`src/rtl/bus_arbiter.sv`:
```
// bus_arbiter: two-master round-robin bus arbiter with hold timeout and registered grants.
module bus_arbiter #(
   parameter int TIMEOUT = 64
) (
   input  logic clk,
   input  logic rst,
   input  logic breq1,
   input  logic breq2,
   output logic bgrant1,
   output logic bgrant2,
   output logic msel,
   output logic bbusy
);
   typedef enum logic [1:0] {IDLE, GNT1, GNT2, TURN} state_t;
   localparam logic [7:0] CMAX = 8'(TIMEOUT - 1);
   state_t state, nxt;
   logic last_grant;
   logic [7:0] cnt;
   logic own, other, entry, in_gnt;
   always_comb begin
      own = (state == GNT1) ? breq1 : breq2;
      other = (state == GNT1) ? breq2 : breq1;
      in_gnt = (state == GNT1) || (state == GNT2);
      nxt = IDLE;
      case (state)
         IDLE: nxt = (breq1 && breq2) ? (last_grant ? GNT1 : GNT2) : breq1 ? GNT1 : breq2 ? GNT2 : IDLE;
         GNT1, GNT2: nxt = (!own || (cnt == CMAX && other)) ? TURN : state;
         default: nxt = IDLE;
      endcase
      entry = (state == IDLE) && (nxt != IDLE);
   end
   // last_grant: 0 = master 1 served last, 1 = master 2 served last
   always_ff @(posedge clk) begin
      if (rst) begin
         state <= IDLE;
         bgrant1 <= 1'b0;
         bgrant2 <= 1'b0;
         msel <= 1'b0;
         bbusy <= 1'b0;
         cnt <= 8'd0;
         last_grant <= 1'b1;
      end else begin
         state <= nxt;
         bgrant1 <= nxt == GNT1;
         bgrant2 <= nxt == GNT2;
         bbusy <= (nxt == GNT1) || (nxt == GNT2);
         if (entry) begin
            cnt <= 8'd0;
            last_grant <= nxt == GNT2;
            msel <= nxt == GNT2;
         end else if (in_gnt) begin
            cnt <= (cnt == CMAX) ? cnt : cnt + 8'd1;
         end
      end
   end
endmodule

```
`config.mk`:
```
export PLATFORM = sky130hd
export DESIGN_NAME = bus_arbiter
export DESIGN_NICKNAME = d
export VERILOG_FILES = /design/src/rtl/bus_arbiter.sv
export SDC_FILE = /design/constraint.sdc
export NUM_CORES = 1
export LEC_CHECK = 0
export CAP_MARGIN = 20
export CORE_UTILIZATION = 45
export CTS_CLUSTER_DIAMETER = 200
export DETAILED_ROUTE_END_ITERATION = 7
export PLACE_DENSITY = 0.67
export SETUP_SLACK_MARGIN = 0.02
export SYNTH_ARGS = -nofsm -noshare
export SYNTH_HDL_FRONTEND = slang
export SYNTH_SLANG_ARGS = --single-unit
export TNS_END_PERCENT = 30
```
`constraint.sdc`:
```
create_clock -name clk -period 2.3 [get_ports clk]
set_clock_uncertainty 0.1 [all_clocks]
set_input_delay 0.46 -clock clk [delete_from_list [all_inputs] [get_ports clk]]
set_output_delay 0.46 -clock clk [all_outputs]
set_load 0.05 [all_outputs]
```
=== Word level (Yosys, flattened, before mapping) ===
Index checks and enable logic that the tools add are counted.

* Register bits after elaboration: 15
* Input bits: 4
* Output and inout bits: 4
* Logic and storage cells: 34

* Add/subtract/negate cells: 1
* Equal/unequal tests: 5
* Mux-type cells: 8
* Bitwise gates (word level): 1
* Reductions and logical operators: 12

{| class="wikitable"
|+ Operator list
! kind !! count
|-
| 2-bit 2-to-1 mux || 5
|-
| 8-bit by 1-bit adder with 8-bit output, second input constant || 1
|-
| 8-bit by 6-bit == test with 1-bit output, second input constant || 1
|-
| 2-bit by 1-bit == test with 1-bit output, second input constant || 2
|-
| 2-bit == test, second input constant || 2
|-
| 2-bit one-hot mux with 2 select lines || 1
|-
| 2-bit OR reduction || 2
|-
| 1-bit logical AND || 3
|-
| 1-bit logical OR || 3
|-
| 2-bit logical NOT || 1
|-
| 1-bit 2-to-1 mux || 2
|-
| 2-bit AND reduction || 1
|-
| 2-bit nonzero test || 1
|-
| 1-bit logical NOT || 1
|-
| 1-bit NOT || 1
|}

=== Logic depth before layout (Yosys ltp) ===
Gate-level depths: netlist of run 1.

* Word-level depth: 9
* Mapped depth: 10
* Mapped depth without buffers: 9

=== Least setup slack after synthesis of run 1 ===
No wires, ideal clock.

* Path type: register to register
* Start: register cnt[0]
* End: register last_grant
* Setup time: 0.115 ns
* Data arrival time: 2.156 ns
* Data required time: 2.085 ns
* Path slack: -0.072 ns
* Cell stages (with the launch flop): 10
* Buffers on the path: 1
* Clock period less this slack: 2.372 ns
* Path through: dfxtp_1 -> ha_1 -> nor3b_4 -> nand4_4 -> a211o_2 -> ha_1 -> nand2b_1 -> clkbuf_1 -> a21oi_1 -> nand2_1

* Longest elaborated chain between the ends: 7
* Elaborated cells between the ends (all ways): 8
* Those cells by class: eq/ne: 2; mux: 2; reduce/logical: 4

{| class="wikitable"
|+ Ends and longest elaborated chain
! what !! RTL line !! text
|-
| from (decl) || 18 || <nowiki>logic [7:0] cnt;</nowiki>
|-
| from (signal assigned) || 52 || <nowiki>cnt <= (cnt == CMAX) ? cnt : cnt + 8'd1;</nowiki>
|-
| 8-bit by 6-bit == test with 1-bit output (*) || 27 || <nowiki>GNT1, GNT2: nxt = (!own || (cnt == CMAX && other)) ? TURN : state;</nowiki>
|-
| 1-bit logical AND (*) || 27 ||
|-
| 1-bit logical OR (*) || 27 ||
|-
| 2-bit 2-to-1 mux (*) || 27 ||
|-
| 2-bit one-hot mux with 2 select lines (*) || 25 || <nowiki>case (state)</nowiki>
|-
| 2-bit nonzero test || 30 || <nowiki>entry = (state == IDLE) && (nxt != IDLE);</nowiki>
|-
| 1-bit logical AND || 30 ||
|-
| to (signal assigned) || 41 || <nowiki>last_grant <= 1'b1;</nowiki>
|-
| to (signal assigned) || 49 || <nowiki>last_grant <= nxt == GNT2;</nowiki>
|-
| to (decl) || 17 || <nowiki>logic last_grant;</nowiki>
|}

Every way passes the cells marked *; elsewhere a longest branch is shown, timed or not.
A chain may end at the register's enable or synchronous reset.

=== Final worst setup path of run 1 ===
* Start: register state[1]
* End: register cnt[5]

* Longest elaborated chain between the ends: 9
* Elaborated cells between the ends (all ways): 16
* Those cells by class: eq/ne: 2; mux: 4; reduce/logical: 10

{| class="wikitable"
|+ Ends and longest elaborated chain
! what !! RTL line !! text
|-
| from (decl) || 16 || <nowiki>state_t state, nxt;</nowiki>
|-
| from (signal assigned) || 43 || <nowiki>state <= nxt;</nowiki>
|-
| 2-bit by 1-bit == test with 1-bit output || -- ||
|-
| 1-bit 2-to-1 mux, on equally long branches || 21, 22 ||
|-
| 1-bit logical NOT or 1-bit logical AND (tied branches) || 27 ||
|-
| 1-bit logical OR || 27 ||
|-
| 2-bit 2-to-1 mux || 27 ||
|-
| 2-bit one-hot mux with 2 select lines || 25 ||
|-
| 2-bit nonzero test || 30 ||
|-
| 1-bit logical AND || 30 ||
|-
| 2-bit OR reduction (no line) || -- ||
|}

Parallel ways exist; a longest one is shown, timed or not.

==> out/qor.csv, run 1 <==
metric;value;unit
Syn-to-layout area delta;30.9;%
Port Buf Inserts;7;
Worst Hold Depth;2;
Worst EP required;2.38;ns
initial detailed-routing violation count;14;
Hold Path Origin;msel;
post-cts resize count;0;
Syn. warnings;0;
Final Max Tran Viols;0;
Final HPWL DP;1.41;mm
Final WS setup;0.157;ns
Worst R2R End;cnt[5];
ant diodes;0;
Netlist cell types;25;
total die area;2120;µm²
Design Area, Final;1140;µm²
Yosys reg bits;15;
CTS HTree Levels;1;
Post-DP Area;1080;µm²
largest net degree at the start of global routing;16;
Synthesized Nets;102;
Worst-Skew Late Latency;0.29;ns
FF-to-FF setup slack;0.16;ns
initial antenna violation count;0;
switching pwr;0.698;mW
Worst Setup End Kind;flip-flop;
worst path arrival time;2.22;ns
Reg clk slew, reported paths;0.10;ns
minimum clock period;2.14;ns
Synth Area per Inst;9.61;µm²
maximum vdd drop;1.05;mV
Die Height;46.1;µm
crit share post-route;93.2;%
critical path fanouts, max;7;
RSZ-0062 raised after global routing;no;
Worst R2R Path Depth;9;
hold-fix buffers at CTS;0;
GR Overflow Total;0;
cts bufs inserted;3;
crit start category;flip-flop;
drt first pass iters;4;
Post-CTS Setup Bufs;0;
fill cell count;148;
Tightest Hold Check Type;reg2reg;
Hold Fails Final Rpt;0;
Final ANT Viol Nets;0;
sequential power share;23.0;%
RD Place Congestion;0.787;
DR DRC count;0;
post-DR vias/cell;5.76;
Die W;46.1;µm
Max-slew headroom;65.4;%
area of the mapped netlist;875;µm²
hold endpoint;msel;
vias in the first global route;745;
layout cells sized above 1;29.6;%
Leak Pwr;0.446;nW
Synth Instances;91;
detailed-route via count;806;
Initial Util;49.1;%
clock root cell;clkbuf_4;
final net count;127;
status;completed;
RR Startpoint;state[1];
measured slew at the worst slew-check pin;0.518;ns
wire per inst;13.9;µm
Clk pwr share;9.9;%
post-synthesis sequential area ratio;34.3;%
TritonCTS Sinks;15;
CTS tree;done;
CORE AREA;1780;µm²
final setup vio count;0;
Total Routing Usage GR;20.9;%
critical path class;reg2reg;
first-pass GRT wire length;3.16;mm
fin cells;140;
Cell Pwr Density;1390;nW/µm²
Post-Place Setup Slack;-0.199;ns
MaxCap Viol Count;0;
Int Power;0.898;mW
Rows;15;
io pins;8;
Total Wirelength;1.94;mm
Fmax;467;MHz
sw frac;43.8;%
combinational share of power;67.1;%
placed cell count;135;
clk buf depth;2;
-- metrics by stage --
stage / util [%] / hold WS [ns] / setup TNS (ns) / power [mW]
6_report: 64.2 / 0.381 / 0 / 1.60
5_1_grt: 64.2 / 0.389 / 0 / 1.71
4_1_cts: 62.1 / 0.370 / 0 / 1.48
3_5_place_dp: 60.6 / 0.352 / -1.77 / 1.32
3_3_place_gp: 60.6 / 0.357 / -1.06 / 1.31
2_1_floorplan: - / 0.344 / 0 / 1.07
-- worst max path at each step --
stage                         from    endpoint  slack [ns]  cells past startpoint
after detailed placement     breq2      cnt[7]       -0.20                      8
after global placement       breq2      cnt[5]       -0.14                      8
final                     state[1]      cnt[5]        0.16                      9
after CTS                    breq2      cnt[7]        0.10                      8
after global routing      state[1]  last_grant        0.03                      9
after floorplan             cnt[0]  last_grant        0.04                      9
-- layer usage --
layer  vias up  share of wire, %  global-route usage, %
met3         7               3.3                   2.75
met5         -                 0                      0
met1       386                50                   30.2
met2        16                45                   29.9
li1        397                 -                      -
met4         0               2.2                   11.2
-- critical path, stage by stage (launching register included) --
cell and delay (ns):
dfxtp_2 0.34, inv_1 0.07, ha_1 0.19, mux2i_2 0.27
a311oi_1 0.10, a211o_2 0.37, ha_1 0.23, nand2b_4 0.18
nand3_1 0.10, mux2i_1 0.08
-- registers in the layout (all words and copies together), names as in the netlist --
register    count
bgrant2         1
last_grant      1
cnt             8
state           2
msel            1
bgrant1         1
bbusy           1
-- layout make-up --
cell class / count / area (µm²) / share of cell area [%]
inverter: 4 / 15.0 / 1.31
clock inverter: 1 / 5.00 / 0.437
sequential: 15 / 303 / 26.4
clock buffer: 3 / 22.5 / 1.97
multi-input combinational: 70 / 581 / 50.7
timing repair buffer: 22 / 188 / 16.4
tap: 25 / 31.3 / 2.73
-- synth_stat cells, drive strengths merged --
cell type  count  area, µm²
inv            4       15.0
or4            1       7.51
clkbuf         2       7.51
a31oi          2       12.5
nand3b         6       45.0
mux2i          7       70.1
a311oi         2       17.5
a21oi          7       35.0
ha             7       87.6
dfxtp         15        300
and4           1       8.76
or3            1       6.26
a21boi         1       7.51
nand4          6       52.6
nand2          6       22.5
nand3          7       35.0
a2111oi        2       30.0
a211o          2       20.0
buf            1       11.3
nand2b         2       12.5
o21ai          2       10.0
nor3b          1       18.8
nor2b          3       18.8
a211oi         3       22.5
-- cells in the final DEF (no fill, tap or decap), drive strengths merged --
| cell | instances |
|---|---|
| a211oi | 3 |
| a2111oi | 2 |
| o21ai | 2 |
| mux2i | 7 |
| nor2b | 3 |
| clkbuf | 3 |
| dlymetal6s2s | 2 |
| clkdlybuf4s50 | 5 |
| nor3b | 1 |
| inv | 4 |
| buf | 15 |
| a31oi | 2 |
| a211o | 2 |
| nand2 | 6 |
| nand2b | 3 |
| a21oi | 7 |
| nand4 | 6 |
| nand3b | 6 |
| a311oi | 2 |
| clkinv | 1 |
| or3 | 1 |
| or4 | 1 |
| ha | 7 |
| a21boi | 1 |
| nand3 | 7 |
| dfxtp | 15 |
| and4 | 1 |
-- power by group through the flow --
| stage | clock network, mW | registers (mW) | logic (mW) |
|---|---|---|---|
| floorplan | 0 | 0.470 | 0.596 |
| global placement | 0 | 0.365 | 0.947 |
| detailed placement | 0 | 0.366 | 0.951 |
| CTS | 0.159 | 0.360 | 0.958 |
| global route | 0.167 | 0.373 | 1.17 |
| finish | 0.158 | 0.367 | 1.07 |
-- cells by family after synthesis --
group                      share of synthesized area, %
and+or+nand+nor                                    26.0
buffers and inverters                              3.86
adders and majority gates                          10.0
DFF                                                34.3
AOI/OAI and AO/OA                                  17.7
muxes                                              8.01
Power figures use the tool's default switching activity.
==> run 2, diff against run 1 <==
Clock period 2.3 ns to 1.8 ns, I/O delays scaled along.
==> run 2 against run 1 <==
Effect of this change:
- the run now ends with setup timing left
- cell count up 10%
- hold slack better by 0.024 ns
- combinational power up 64%
- wire length up 21%
- setup slack worse by 0.36 ns
- sequential power up 29%
==> out/qor.csv, run 2 (synthesis gave the netlist of run 1 again) <==
metric;value;unit
initial detailed-routing violation count;14;
commonest non-fill, non-tap cells in the layout;buf_4 (33), dfxtp_1 (11), nand3_1 (7);
RD Place Congestion;0.838;
final setup vio count;12;
Worst EP required;1.87;ns
Final ANT Viol Nets;0;
drt first pass iters;4;
hold-fix buffers at CTS;0;
Initial Util;49.1;%
Leak Pwr;0.523;nW
GR Overflow Total;0;
CTS HTree Levels;1;
Post-DP Area;1190;µm²
maximum vdd drop;1.51;mV
detailed-route via count;887;
post-DR vias/cell;5.76;
Hold Fails Final Rpt;0;
hold slack;0.405;ns
Final HPWL DP;1.49;mm
Pwr Total;2.44;mW
crit share post-route;111;%
failing checks;setup timing;
Reg clk slew, reported paths;0.10;ns
Die W;46.1;µm
layout cells sized above 1;47.3;%
crit start category;flip-flop;
Tightest Hold Check Type;reg2reg;
final net count;141;
Die Height;46.1;µm
Syn-to-layout area delta;52.4;%
Largest register FFs;8;
commonest non-fill, non-tap cell in the layout;buf_4;
Fmax;499;MHz
io pins;8;
CORE AREA;1780;µm²
vias in the first global route;850;
clock root cell;clkbuf_4;
measured slew at the worst slew-check pin;0.419;ns
Design Area, Final;1330;µm²
Total Routing Usage GR;24.2;%
Max-slew headroom;71.8;%
cts bufs inserted;3;
Worst Setup End Kind;flip-flop;
Worst-Skew Late Latency;0.29;ns
most flop-heavy register;cnt;
clk buf depth;2;
largest registers;cnt (8), state (2);
initial antenna violation count;0;
Final Util;74.7;%
Final WS setup;-0.203;ns
Port Buf Inserts;7;
fill cell count;137;
Rows;15;
largest net degree at the start of global routing;14;
worst path arrival time;2.07;ns
ant diodes;0;
critical path fanouts, max;8;
CTS tree;done;
status;finished with violations;
first-pass GRT wire length;3.71;mm
Final Max Tran Viols;0;
total die area;2120;µm²
wire per inst;15.3;µm
RSZ-0062 raised after global routing;yes;
Post-Place Setup Slack;-0.620;ns
Cell Pwr Density;1830;nW/µm²
DR DRC count;0;
minimum clock period;2.00;ns
MaxCap Viol Count;0;
critical path class;reg2reg;
TritonCTS Sinks;15;
Total Wirelength;2.36;mm
-- run 2: cell count changes in the layout (fill, tap and decap cells not counted), sizes merged --
cell and delta:
dlymetal6s2s -2, buf +18, clkdlybuf4s50 -4, dlygate4sd2 +2
-- run 2: power by group --
| part | switching, mW | total, mW | internal [mW] |
|---|---|---|---|
| Sequential | 0.0533 | 0.475 | 0.422 |
| Combinational | 0.875 | 1.76 | 0.887 |
| Clock | 0.119 | 0.202 | 0.0826 |
-- run 2: layout make-up --
type                    count  area (µm²)  share of cell area [%]
inverters                   4        15.0                    1.13
well taps                  25        31.3                    2.35
multi-input cells          70         673                    50.5
flip-flops and latches     15         310                    23.3
clock buffers               3        22.5                    1.69
repair buffers             36         275                    20.7
clock inverters             1        5.00                   0.376
-- run 2: timing repair --
| action | 4_1_cts | 5_1_grt |
|---|---|---|
| cloned | 1 | 0 |
| gates resized for setup | 13 | 5 |
| pin swaps | 5 | 7 |
| buffers inserted | 1 | 2 |
| setup endpoints to repair | 13 | 14 |
| endpoints found under the hold margin | 0 | 0 |
-- run 2: final timing paths --
path                 start      to  slack [ns]  depth (start not counted)
setup / recovery  state[1]  cnt[0]       -0.20                          9
setup reg to reg  state[1]  cnt[0]       -0.20                          9
hold / removal        msel    msel        0.40                          2
hold reg to reg       msel    msel        0.40                          2
-- run 2: per-layer routing --
| metal | vias up | part of all wire (%) | GRT usage [%] |
|---|---|---|---|
| met5 | - | 0 | 0 |
| met4 | 0 | 4.0 | 10.6 |
| met3 | 11 | 3.7 | 5.10 |
| met2 | 32 | 48 | 36.6 |
| met1 | 421 | 44 | 32.9 |
| li1 | 423 | - | - |
-- run 2: critical path: stages, from the launching register on --
cell and delay, ns:
dfxtp_2 0.34, inv_2 0.07, ha_4 0.14, mux2i_4 0.24
a311oi_2 0.08, a211o_4 0.38, ha_4 0.17, nand2b_4 0.17
nand3b_1 0.10, mux2i_1 0.08
-- run 2: stage by stage --
stage          setup TNS [ns]  cells
2_1_floorplan           -3.37     91
3_3_place_gp            -5.86    146
3_5_place_dp            -7.12    146
4_1_cts                 -1.71    152
5_1_grt                 -3.13    154
6_report                -1.99    154
==> run 3, diff against run 2 <==
Settings changed: ABC_CLOCK_PERIOD_IN_PS set to 1800.
==> results of run 3 <==
No change in the layout: final DEF, timing and power equal those of run 2.
